`config.mk`:
```
export PLATFORM = sky130hd
export DESIGN_NAME = id_ex_dump_tx
export DESIGN_NICKNAME = d
export VERILOG_FILES = /design/src/rtl/id_ex_dump_tx.sv
export SDC_FILE = /design/constraint.sdc
export NUM_CORES = 1
export LEC_CHECK = 0
export ABC_CLOCK_PERIOD_IN_PS = 2250
export CORE_MARGIN = 8
export CORE_UTILIZATION = 47
export CTS_CLUSTER_DIAMETER = 60
export DETAILED_ROUTE_END_ITERATION = 8
export MAX_ROUTING_LAYER = met4
export PLACE_DENSITY = 0.77
export SYNTH_ARGS = -nofsm -noshare
export SYNTH_HDL_FRONTEND = slang
export SYNTH_SLANG_ARGS = --single-unit
```
`constraint.sdc`:
```
create_clock -name i_clk -period 2.25 [get_ports i_clk]
set_input_delay 0.45 -clock i_clk [delete_from_list [all_inputs] [get_ports i_clk]]
set_output_delay 0.45 -clock i_clk [all_outputs]
set_load 0.02 [all_outputs]
```
`src/rtl/id_ex_dump_tx.sv`:
```
// ---------------------------------------------------------------------------
// id_ex_dump_tx
//
// Debug-side reader of the ID/EX pipeline latch. A dump request freezes a
// copy of every ID/EX output field in a single cycle. The copy is then sent
// as a fixed 26-byte frame over a byte-wide valid/ready stream that feeds the
// debug UART transmitter. The block only observes the pipeline; it never
// stalls it or alters it.
//
// Frame layout (each word big-endian):
//   byte  0       HEADER
//   bytes 1..4    pc
//   bytes 5..8    ALU_src_A
//   bytes 9..12   ALU_src_B
//   bytes 13..16  AGU_src_addr
//   bytes 17..20  C0 = {rd, rt, rs, ALU_opcode, AGU_opcode, ALU_dst,
//                       flg_mem_size, flg_ALU_src_A, flg_ALU_src_B, AGU_dst,
//                       flg_equal, flg_unsign}
//   bytes 21..24  C1 = {addr_offset, flg_branch, flg_jump, flg_reg_wr_en,
//                       flg_mem_wr_en, flg_wb_src, 1'b0}
//   byte  25      XOR of bytes 0..24
//
// Parameters:
//   NBITS   datapath width; the frame layout assumes 32
//   HEADER  first byte of every frame
//
// Ports:
//   i_clk, i_rst          clock, synchronous active-high reset
//   i_dump_req            start a dump (sampled only while idle)
//   i_pc .. i_flg_*       ID/EX latch outputs that are snapshotted
//   o_tx_data/o_tx_valid  byte stream towards the UART
//   i_tx_ready            sink accepts the current byte
//   o_busy                frame in progress
//   o_done                one-cycle pulse after the checksum byte is taken
// ---------------------------------------------------------------------------
module id_ex_dump_tx #(
    parameter int          NBITS  = 32,
    parameter logic [7:0]  HEADER = 8'hA5
) (
    input  logic             i_clk,
    input  logic             i_rst,
    input  logic             i_dump_req,

    input  logic [NBITS-1:0] i_pc,
    input  logic [NBITS-1:0] i_ALU_src_A,
    input  logic [NBITS-1:0] i_ALU_src_B,
    input  logic [NBITS-1:0] i_AGU_src_addr,
    input  logic [4:0]       i_rd,
    input  logic [4:0]       i_rt,
    input  logic [4:0]       i_rs,
    input  logic [25:0]      i_addr_offset,
    input  logic [3:0]       i_ALU_opcode,
    input  logic [2:0]       i_AGU_opcode,
    input  logic [1:0]       i_ALU_dst,
    input  logic [1:0]       i_flg_mem_size,
    input  logic [1:0]       i_flg_ALU_src_A,
    input  logic             i_flg_equal,
    input  logic             i_flg_unsign,
    input  logic             i_AGU_dst,
    input  logic             i_flg_branch,
    input  logic             i_flg_jump,
    input  logic             i_flg_reg_wr_en,
    input  logic             i_flg_mem_wr_en,
    input  logic             i_flg_wb_src,
    input  logic             i_flg_ALU_src_B,

    output logic [7:0]       o_tx_data,
    output logic             o_tx_valid,
    input  logic             i_tx_ready,
    output logic             o_busy,
    output logic             o_done
);

    // Index of the last payload byte; the checksum byte follows it.
    localparam logic [4:0] LAST_PAYLOAD_IDX = 5'd24;

    typedef enum logic [1:0] {
        IDLE  = 2'd0,
        SEND  = 2'd1,
        CKSUM = 2'd2
    } state_t;

    state_t           state_q;

    // Snapshot of the ID/EX latch, frozen for the whole frame.
    logic [NBITS-1:0] pc_q;
    logic [NBITS-1:0] aluSrcA_q;
    logic [NBITS-1:0] aluSrcB_q;
    logic [NBITS-1:0] aguSrcAddr_q;
    logic [31:0]      ctrl0_q;
    logic [31:0]      ctrl1_q;

    // Stream bookkeeping.
    logic [4:0]       byteIdx_q;
    logic [7:0]       acc_q;
    logic [7:0]       txData_q;
    logic             txValid_q;
    logic             busy_q;
    logic             done_q;

    // Combinational helpers.
    logic [31:0]      ctrl0_d;
    logic [31:0]      ctrl1_d;
    logic             transfer;
    logic [4:0]       byteIdx_d;
    logic [7:0]       nextByte_d;
    logic [7:0]       accNext_d;

    // Control fields are packed into two 32-bit words at capture time.
    // The payload mux then treats all six words the same way.
    assign ctrl0_d = {i_rd, i_rt, i_rs, i_ALU_opcode, i_AGU_opcode, i_ALU_dst,
                      i_flg_mem_size, i_flg_ALU_src_A, i_flg_ALU_src_B,
                      i_AGU_dst, i_flg_equal, i_flg_unsign};

    assign ctrl1_d = {i_addr_offset, i_flg_branch, i_flg_jump,
                      i_flg_reg_wr_en, i_flg_mem_wr_en, i_flg_wb_src, 1'b0};

    assign transfer  = txValid_q & i_tx_ready;
    assign byteIdx_d = byteIdx_q + 5'd1;
    assign accNext_d = acc_q ^ txData_q;

    // Selects the payload byte that goes out after the current one.
    // The byte is taken from the frozen snapshot, so a transfer on one edge
    // presents the next byte in the following cycle with no bubble.
    always_comb begin
        nextByte_d = 8'h00;
        case (byteIdx_d)
            5'd1:    nextByte_d = pc_q[31:24];
            5'd2:    nextByte_d = pc_q[23:16];
            5'd3:    nextByte_d = pc_q[15:8];
            5'd4:    nextByte_d = pc_q[7:0];
            5'd5:    nextByte_d = aluSrcA_q[31:24];
            5'd6:    nextByte_d = aluSrcA_q[23:16];
            5'd7:    nextByte_d = aluSrcA_q[15:8];
            5'd8:    nextByte_d = aluSrcA_q[7:0];
            5'd9:    nextByte_d = aluSrcB_q[31:24];
            5'd10:   nextByte_d = aluSrcB_q[23:16];
            5'd11:   nextByte_d = aluSrcB_q[15:8];
            5'd12:   nextByte_d = aluSrcB_q[7:0];
            5'd13:   nextByte_d = aguSrcAddr_q[31:24];
            5'd14:   nextByte_d = aguSrcAddr_q[23:16];
            5'd15:   nextByte_d = aguSrcAddr_q[15:8];
            5'd16:   nextByte_d = aguSrcAddr_q[7:0];
            5'd17:   nextByte_d = ctrl0_q[31:24];
            5'd18:   nextByte_d = ctrl0_q[23:16];
            5'd19:   nextByte_d = ctrl0_q[15:8];
            5'd20:   nextByte_d = ctrl0_q[7:0];
            5'd21:   nextByte_d = ctrl1_q[31:24];
            5'd22:   nextByte_d = ctrl1_q[23:16];
            5'd23:   nextByte_d = ctrl1_q[15:8];
            5'd24:   nextByte_d = ctrl1_q[7:0];
            default: nextByte_d = 8'h00;
        endcase
    end

    // Frame FSM with registered stream outputs.
    // IDLE captures the snapshot and presents HEADER in the same edge.
    // In SEND the state advances only on accepted bytes. The checksum is
    // formed from the running XOR plus byte 24 as it is accepted. o_done is
    // a pulse that falls back to zero unless the final byte is accepted.
    always_ff @(posedge i_clk) begin
        if (i_rst) begin
            state_q      <= IDLE;
            pc_q         <= '0;
            aluSrcA_q    <= '0;
            aluSrcB_q    <= '0;
            aguSrcAddr_q <= '0;
            ctrl0_q      <= '0;
            ctrl1_q      <= '0;
            byteIdx_q    <= '0;
            acc_q        <= '0;
            txData_q     <= '0;
            txValid_q    <= 1'b0;
            busy_q       <= 1'b0;
            done_q       <= 1'b0;
        end else begin
            done_q <= 1'b0;
            case (state_q)
                IDLE: begin
                    if (i_dump_req) begin
                        pc_q         <= i_pc;
                        aluSrcA_q    <= i_ALU_src_A;
                        aluSrcB_q    <= i_ALU_src_B;
                        aguSrcAddr_q <= i_AGU_src_addr;
                        ctrl0_q      <= ctrl0_d;
                        ctrl1_q      <= ctrl1_d;
                        byteIdx_q    <= '0;
                        acc_q        <= '0;
                        txData_q     <= HEADER;
                        txValid_q    <= 1'b1;
                        busy_q       <= 1'b1;
                        state_q      <= SEND;
                    end
                end

                SEND: begin
                    if (transfer) begin
                        acc_q     <= accNext_d;
                        byteIdx_q <= byteIdx_d;
                        if (byteIdx_q == LAST_PAYLOAD_IDX) begin
                            txData_q <= accNext_d;
                            state_q  <= CKSUM;
                        end else begin
                            txData_q <= nextByte_d;
                        end
                    end
                end

                CKSUM: begin
                    if (transfer) begin
                        byteIdx_q <= '0;
                        txData_q  <= '0;
                        txValid_q <= 1'b0;
                        busy_q    <= 1'b0;
                        done_q    <= 1'b1;
                        state_q   <= IDLE;
                    end
                end

                default: begin
                    byteIdx_q <= '0;
                    txValid_q <= 1'b0;
                    busy_q    <= 1'b0;
                    state_q   <= IDLE;
                end
            endcase
        end
    end

    assign o_tx_data  = txData_q;
    assign o_tx_valid = txValid_q;
    assign o_busy     = busy_q;
    assign o_done     = done_q;

endmodule

```
==> results by stage, run 1 <==
Power:
- The combinational group share of total power is 24.5%.
- The analysis attributes to net switching a power of 3.537 mW.
- Dividing total power by cell area gives a power density of 761.4 nW/um2.
- The leakage component of the power is 5.655 nW.
- The switching share of total power is 31.47%.
- The clock network fraction of total power is 34.3%.
- The sequential share of power is 41.3%.
- IR analysis of the VDD net gives a maximum drop of 561.1 uV.
- The internal cell power is 7.702 mW.

Clocking:
- The later pin in the worst-skew pair is clocked with a latency of 0.55 ns.
- The clock edge transition at the registers on the reported setup and hold paths is 0.06 ns.
- TritonCTS built the clock tree.
- Hold repair after CTS inserted 0 buffers.
- TritonCTS created 24 clock buffers.
- The maximum level of the CTS H-tree is 1.
- The clock passes through at most 3 buffers.
- The root cell of the clock tree is sky130_fd_sc_hd__clkbuf_16.
- The clock drives 216 sinks.

Floorplan:
- The row count is 53.
- The overall die area is 26290 um2.
- The initial cell density of the core is 47.75%.
- The core outline area is 21020 um2.
- From bottom edge to top edge, the die measures 162.1 um.
- The width of the chip is 162.1 um.
- For this design the top-level I/O count stands at 206.

Route:
- In this run the remaining antenna-violating nets after routing total 0.
- The detail-routed net length per standard cell is 21.08 um.
- In the routed design, unresolved DRC markers number 0.
- The first TritonRoute pass finished after 8 iterations.
- The final layout contains routed wiring with a total length of 41060 um.
- The via count of the routed design is 11200.
- The average vias per placed instance is 5.751.
- In this run, the number of DRC markers left after iteration 0 of detailed routing was 1128.

Worst setup path:
- Of all nets on the critical path, the largest fanout is 7.
- The startpoint identified for the worst register-to-register timing path is byteIdx_q[0].
- The critical path starts at byteIdx_q[0].
- The buffer and inverter count on the worst path is 3.
- The signal on the critical path passes through ha_4 -> buf_4 -> nand2_1 -> o32ai_2 -> buf_4 -> and3_4 -> buf_4 -> a2bb2oi_2 -> nand3_1 -> a211oi_2 -> a31oi_1.
- Data on the critical path is required at its endpoint by 2.67 ns.
- The maximum single-stage delay on the critical path is 0.38 ns.
- The standard cell with the maximum stage delay on the critical path is sky130_fd_sc_hd__dfxtp_4.
- In this run the register-to-register setup slack is -0.06 ns.
- The cell type group with the largest total delay on the critical path is compound AO/OA/AOI/OAI gates.
- The cell with the most instances on the worst path is sky130_fd_sc_hd__buf_4.
- STA classifies the critical path endpoint as a flip-flop.
- The setup path with the least slack is of type flip-flop to flip-flop.
- STA classifies the critical path startpoint as a flip-flop.
- The critical path arrival is 2.72 ns.

Global route:
- Summed over all layers, the global routing overflow is 0.
- The total routing usage reported by global routing is 30.89%.
- The wire length of the first global-routing pass is 62550 um.
- Entering global routing, the biggest net connects 79 pins.
- The number of global-route vias before repair was 11040.
- The number of antenna violations at the first check in global routing is 0.

Placement:
- The total instance count after detailed placement is 1896.
- OpenSTA, run right after detailed placement, puts the worst setup slack at -0.4047 ns.
- Summing all placed instances gives a cell area of 13590 um2.
- In this run the tool buffered the top-level ports with 205 buffer cells.
- The estimated wirelength of the detail-placed design is 31570 um.
- Routability-driven placement finished with a final weighted congestion of 1.040.

Timing:
- The number of max-slew violations in the final report is 0.
- The worst slew margin relative to its limit is 58.90%.
- Setup repair after global routing could not meet its margin everywhere.
- The final critical path time including I/O delays and setup is 2.307 ns.
- The number of hold violations in the final report was 0.
- The transition time at the pin with the least slew margin is 0.6165 ns.
- The clock skew is 0.02034 ns.
- The part of the cycle the worst path needs is 102.5%.
- The setup total negative slack is -0.1635 ns.
- Across all setup checks in the final design, the least slack found is -0.05699 ns.
- Timing would allow up to 433.5 MHz.
- The total setup violations reported at the end of the flow is 6.

Outcome:
- The run finished, with violations left.
- The checks that failed: negative setup slack.

Synth:
- sky130_fd_sc_hd__nand2_1 is the most common cell in the netlist.
- Yosys printed 0 warnings.
- Ranked by total cell area, the synthesized netlist is headed by sky130_fd_sc_hd__dfxtp_1, sky130_fd_sc_hd__nand2_1, sky130_fd_sc_hd__a21oi_1.
- In this run the cell area of the synthesized design comes to 10040 um2.
- The count of mapped cells out of synthesis is 1336.
- The predominant post-synthesis flop cell is sky130_fd_sc_hd__dfxtp_1.
- In this run the mean area of a mapped cell was 7.514 um2.
- Synthesis instantiated 73 different standard cells from the library.
- The number of enable-type register cells in the synthesized netlist is 0.
- The synthesized design spends more area on one cell type than any other, namely sky130_fd_sc_hd__dfxtp_1.
- The synthesized design devotes to its leading area cell type 43.08% of total area.
- The number of nets handed over by synthesis was 1540.
- Synthesis inferred 216 register bits.
- Counting flops with an async set or reset pin after synthesis yields a share of 0%.
- Counting instances in the post-synthesis netlist gives the leading cell types as sky130_fd_sc_hd__nand2_1, sky130_fd_sc_hd__a21oi_1, sky130_fd_sc_hd__dfxtp_1.
- Sequential cells were found to cover 43.08% of the synthesized design area.

Finish:
- The layout has 1711 filler cells.
- Registers take 4335 um2.
- The total area of multi-input combinational cells is 5564 um2.
- In the final design database the tool counted 1860 nets.
- The ratio of cells with drive above 1 in the final layout is 18.35%.
- With fillers left out, the area of the finished cells amounts to 14760 um2.
- Compared with the post-synthesis result, the final layout area differs by 47.04%.
- The finished layout holds 1948 standard cells, fillers aside.
- The number of antenna diodes in the final layout is 0.

Hold path:
- The launch instance of the worst min-delay path is i_rst.
- The worst hold path belongs to the class input port to flip-flop.

Run:
- The max-cap check violation count is 0.
worst register-to-register path, stage by stage, from the launching register on:
cell	delay [ns]
sky130_fd_sc_hd__dfxtp_4	0.38
sky130_fd_sc_hd__ha_4	0.19
sky130_fd_sc_hd__buf_4	0.16
sky130_fd_sc_hd__nand2_1	0.12
sky130_fd_sc_hd__o32ai_2	0.12
sky130_fd_sc_hd__buf_4	0.17
sky130_fd_sc_hd__and3_4	0.18
sky130_fd_sc_hd__buf_4	0.15
sky130_fd_sc_hd__a2bb2oi_2	0.21
sky130_fd_sc_hd__nand3_1	0.18
sky130_fd_sc_hd__a211oi_2	0.24
sky130_fd_sc_hd__a31oi_1	0.10
final cells by class:
cell class,instances,share of cell area [%]
Clock buffer,33,4.501
Timing Repair Buffer,397,25.18
Inverter,7,0.1950
Multi-Input combinational cell,1010,37.70
Sequential cell,216,29.37
Clock inverter,10,0.7290
Tap cell,275,2.331
path summary, 6_finish.rpt:
path,endpoint,depth (start not counted)
max,o_tx_data[0],11
min,byteIdx_q[2],2
max reg2reg,o_tx_data[0],11
min reg2reg,pc_q[13],2
what timing repair did:
item	CTS	global route
buffers inserted	5	6
setup endpoints to repair	8	9
resized for setup	54	25
pin swaps	14	23
layer usage:
metal  up-vias  routed length [um]  global-route usage (%)
li1       5293                   -                       -
met1      5246               16880                   38.15
met2       546               19680                   50.29
met3       118                2766                   4.455
met4         0                1732                   12.12
met5         -                   0                       -
layout by cell type (no fill, tap or decap), types with 6 or more instances in the layout:
cell type                         count
sky130_fd_sc_hd__clkinv_2             6
sky130_fd_sc_hd__nand2_1            425
sky130_fd_sc_hd__a21oi_1            221
sky130_fd_sc_hd__a222oi_1            13
sky130_fd_sc_hd__mux2i_1              7
sky130_fd_sc_hd__buf_4              168
sky130_fd_sc_hd__clkbuf_1             6
sky130_fd_sc_hd__o22ai_1             11
sky130_fd_sc_hd__buf_12              15
sky130_fd_sc_hd__nand3b_1             8
sky130_fd_sc_hd__buf_6               10
sky130_fd_sc_hd__a32oi_1              7
sky130_fd_sc_hd__nor2_1              50
sky130_fd_sc_hd__nor2b_1              6
sky130_fd_sc_hd__a31oi_1             11
sky130_fd_sc_hd__dfxtp_1            211
sky130_fd_sc_hd__nand3_1             27
sky130_fd_sc_hd__o21ai_0             28
sky130_fd_sc_hd__clkdlybuf4s50_1    204
sky130_fd_sc_hd__a22oi_1             33
sky130_fd_sc_hd__clkbuf_16           24
sky130_fd_sc_hd__nand2b_1             7
sky130_fd_sc_hd__nand4_1             12
per-stage QoR:
| step | utilization (%) | hold WS (ns) | total power [mW] |
|---|---|---|---|
| global route | 70.22 | 0.3695 | 11.69 |
| finish | 70.22 | 0.3483 | 11.24 |
| CTS | 69.40 | 0.3495 | 11.22 |
| floorplan | - | 0.4319 | 5.947 |
| global placement | 64.64 | 0.4418 | 7.314 |
| detailed placement | 64.64 | 0.4471 | 7.363 |
state kept, by name, summed over array words and instances (netlist names), 5 cells and up:
register      flops
acc_q             8
aguSrcAddr_q     32
aluSrcA_q        32
aluSrcB_q        32
byteIdx_q         5
ctrl0_q          32
ctrl1_q          31
o_tx_data         8
pc_q             32
cell families after synthesis:
logic type	synth area share, %
multiplexers	0.6980
adder cells (fa/ha/maj)	1.122
flip-flops	43.08
buffers and inverters	4.587
AND/OR/NAND/NOR	25.26
XOR/XNOR	0.7105
AO/OA/AOI/OAI	24.54
power by group through the flow:
stage | Combinational [mW] | Clock [mW] | Sequential [mW]
2_1_floorplan | 1.39 | 0 | 4.56
3_3_place_gp | 2.62 | 0 | 4.69
3_5_place_dp | 2.67 | 0 | 4.69
4_1_cts | 2.71 | 3.89 | 4.62
5_1_grt | 3.00 | 4.03 | 4.67
6_report | 2.75 | 3.85 | 4.64
No activity file was read; power rests on OpenSTA's default activity.
==> run 2: changes to the inputs <==
--- a/config.mk
+++ b/config.mk
@@ -9,9 +9,11 @@
 export CORE_MARGIN = 8
 export CORE_UTILIZATION = 47
 export CTS_CLUSTER_DIAMETER = 60
+export CTS_CLUSTER_SIZE = 40
 export DETAILED_ROUTE_END_ITERATION = 8
 export MAX_ROUTING_LAYER = met4
 export PLACE_DENSITY = 0.77
+export SKIP_CTS_REPAIR_TIMING = 1
 export SYNTH_ARGS = -nofsm -noshare
 export SYNTH_HDL_FRONTEND = slang
 export SYNTH_SLANG_ARGS = --single-unit
==> run 2 against run 1 <==
The flow still finishes with violations (negative setup slack). Combinational power barely moved. Clock-buffer cell count is 14 lower. Power fell by 2.8%. First-iteration DRC count up 5.1%. Cell area is 0.14% lower. Sequential power barely moved. Cell count decreased by 0.62%. Largest cell class unchanged.
==> results by stage, run 2 (same netlist as run 1, synthesis figures left out) <==
Timing:
- The highest attainable clock frequency is 416.5 MHz.
- The worst hold slack is 0.3804 ns.
- The number of max-slew violations in the final report is 0.
- The routed design could run at a clock period as short as 2.401 ns.
- The number of hold violations in the final report is 0.
- The total setup violations reported at the end of the flow is 5.
- At the pin with the least slew margin, the transition time is 0.5950 ns.
- The worst slew margin relative to its limit is 60.33%.
- The clock skew is 0.04856 ns.
- Setup repair after global routing could not meet its margin everywhere.
- The slack of the critical path is -0.1512 ns.
- The part of the cycle the worst path needs is 106.7%.
- The setup total negative slack is -0.4040 ns.

Worst setup path:
- The required time at the worst-slack endpoint is 2.65 ns.
- The worst setup path is launched from a flip-flop.
- In this design, the stage delay of the slowest critical-path cell is 0.41 ns.
- The standard cell with the maximum stage delay on the critical path is sky130_fd_sc_hd__dfxtp_4.
- The kind of critical path is flip-flop to flip-flop.
- The internal reg-to-reg setup slack is -0.15 ns.
- Counting stages on the worst path, the most repeated cell is sky130_fd_sc_hd__buf_4.
- The critical path arrival is 2.80 ns.
- Of all nets on the critical path, the largest fanout is 6.
- STA classifies the critical path endpoint as a flip-flop.
- The signal on the critical path passes through inv_4 -> ha_4 -> buf_12 -> a222oi_1 -> buf_4 -> nor2_1 -> a31oi_1 -> o2111ai_2 -> nor4_2 -> buf_4 -> o22ai_2.

Floorplan:
- The core outline area is 21020 um2.
- The chip height is 162.1 um.
- During I/O placement, the number of pins put on the boundary was 206.
- The row count is 53.
- Once the floorplan was initialized, standard cells occupied 47.75% of the core.
- The overall die area is 26290 um2.
- The width of the chip is 162.1 um.

Finish:
- Leaving out fill and tap cells, the most frequent cell in the layout is sky130_fd_sc_hd__nand2_1.
- The finished cells cover 14740 um2.
- The filler-free cell count of the finished design is 1936.
- The count of inserted antenna diode cells is 0.
- The total number of nets in the final design is 1854.
- The ratio of cells with drive above 1 in the final layout is 19.08%.
- From synthesis to final layout, the design area changed by 46.84%.
- In the layout the commonest cells are sky130_fd_sc_hd__nand2_1, sky130_fd_sc_hd__a21oi_1, sky130_fd_sc_hd__dfxtp_1.

Global route:
- The first global-routing pass estimated 61910 um of wire.
- The number of antenna violations at the first check in global routing is 0.
- The met2 demand-to-capacity share in global routing is 50.11%.
- The met3 track demand over resource is 5.669%.
- Entering global routing, the biggest net connects 79 pins.
- Summed over all layers, the global routing overflow is 0.
- The total routing usage reported by global routing is 30.66%.
- The number of global-route vias before repair is 10910.
- The peak-usage layer in the global routing report is met2.
- The met1 track demand over resource is 37.30%.

Outcome:
- The run finished, with violations left.
- The checks that failed: negative setup slack.

Route:
- The number of antenna-violating nets in the routed design is 0.
- After detailed routing, the number of remaining DRC violations is 0.
- In the routed layout, each cell is associated on average with a via count of 5.726.
- The routed layout has 11090 vias.
- After detailed routing, the average wire length per cell comes to 21.15 um.
- The count of routing violations after the opening detailed-route iteration is 1185.
- The number of iterations in the first detailed-routing pass is 8.
- The routed design has 40950 um of wire.

Clocking:
- The number of sinks on the clock net is 216.
- The clock latency on the worst-skew pair is 0.54 ns.
- The deepest clock path buffer count is 3.
- CTS built an H-tree with a depth of 1.
- In this run, CTS created clock tree buffers numbering 18.
- After clock tree synthesis, the clock-pin slew on the worst setup and hold paths is 0.08 ns.
- CTS placed an instance of sky130_fd_sc_hd__clkbuf_16 at the clock tree root.
- The clock tree from TritonCTS is built.

Power:
- The internal cell power is 7.264 mW.
- The sequential share of power is 42.4%.
- The worst vdd rail ir drop is 561.2 uV.
- The switching power of the nets is 3.665 mW.
- The leakage component of the power is 5.618 nW.
- The clock network fraction of total power is 32.3%.
- Net switching is 33.54% of the power.
- In this run, the combinational gates consume 25.3% of the power.
- The power density relative to cell area is 741.4 nW/um2.

Placement:
- The count of buffers added on input and output ports is 205.
- Prior to clock tree synthesis, the placed netlist has a worst setup slack of -0.4047 ns.
- The HPWL after detailed placement is 31570 um.
- At the end of routability-driven placement, the weighted congestion stood at 1.040.
- After detailed placement, the design holds a cell count of 1896.
- Once placement finished, the instance area stood at 13590 um2.

Run:
- The max-cap check violation count is 0.

Hold path:
- The class of the tightest hold or removal check is input port to flip-flop.
## run 2: changes by cell type in the layout (fill, tap and decap cells not counted), moves of 3 or more
cell / before / now
sky130_fd_sc_hd__clkbuf_1: 6 / 0
sky130_fd_sc_hd__clkbuf_16: 24 / 18
sky130_fd_sc_hd__clkinv_2: 6 / 0
sky130_fd_sc_hd__clkinv_8: 0 / 5
sky130_fd_sc_hd__nor2_1: 50 / 47
sky130_fd_sc_hd__nor2_2: 2 / 5
sky130_fd_sc_hd__nor3_1: 5 / 8
sky130_fd_sc_hd__nor3_2: 4 / 1
## run 2: worst max-delay path, delay by kind of cell (launching register included)
kind                     cells  cell delay, ns
buffers and inverters        4            0.53
flip-flops                   1            0.41
adder cells (fa/ha/maj)      1            0.20
AO/OA/AOI/OAI                4            0.77
AND/OR/NAND/NOR              2            0.38
## run 2: final timing paths
| check | cells after the start | endpoint | start |
|---|---|---|---|
| worst max-delay path | 11 | o_tx_data[3] | byteIdx_q[1] |
| worst min-delay path | 2 | byteIdx_q[2] | i_rst |
| worst max register to register | 11 | o_tx_data[3] | byteIdx_q[1] |
| worst min register to register | 2 | ctrl1_q[8] | ctrl1_q[8] |
## run 2: metal layers
metal | share of wire [%] | wire length (um)
met1 | 41 | 16680
met2 | 48 | 19690
met3 | 7.2 | 2940
met4 | 4.0 | 1635
met5 | 0 | 0
## run 2: power groups by stage
stage	logic, mW	registers [mW]	clock network [mW]
6_report	2.77	4.63	3.53
5_1_grt	3.01	4.67	3.70
4_1_cts	2.68	4.61	3.55
3_5_place_dp	2.67	4.69	0
3_3_place_gp	2.62	4.69	0
2_1_floorplan	1.39	4.56	0
## run 2: cell type report
cell class                 count  area [um2]
clock buffer                  19       464.2
clock inverter                12       209.0
fill                        1737        6281
inverter                       7       31.28
multi-input combinational   1010        5632
sequential                   216        4339
tap                          275       344.1
timing repair buffer         397        3721
## run 2: metrics by stage
stage                     power [mW]  utilization (%)
after floorplan                5.947                -
after global placement         7.314            64.64
after detailed placement       7.363            64.64
after CTS                      10.84            67.84
after global routing           11.37            70.12
final                          10.93            70.12
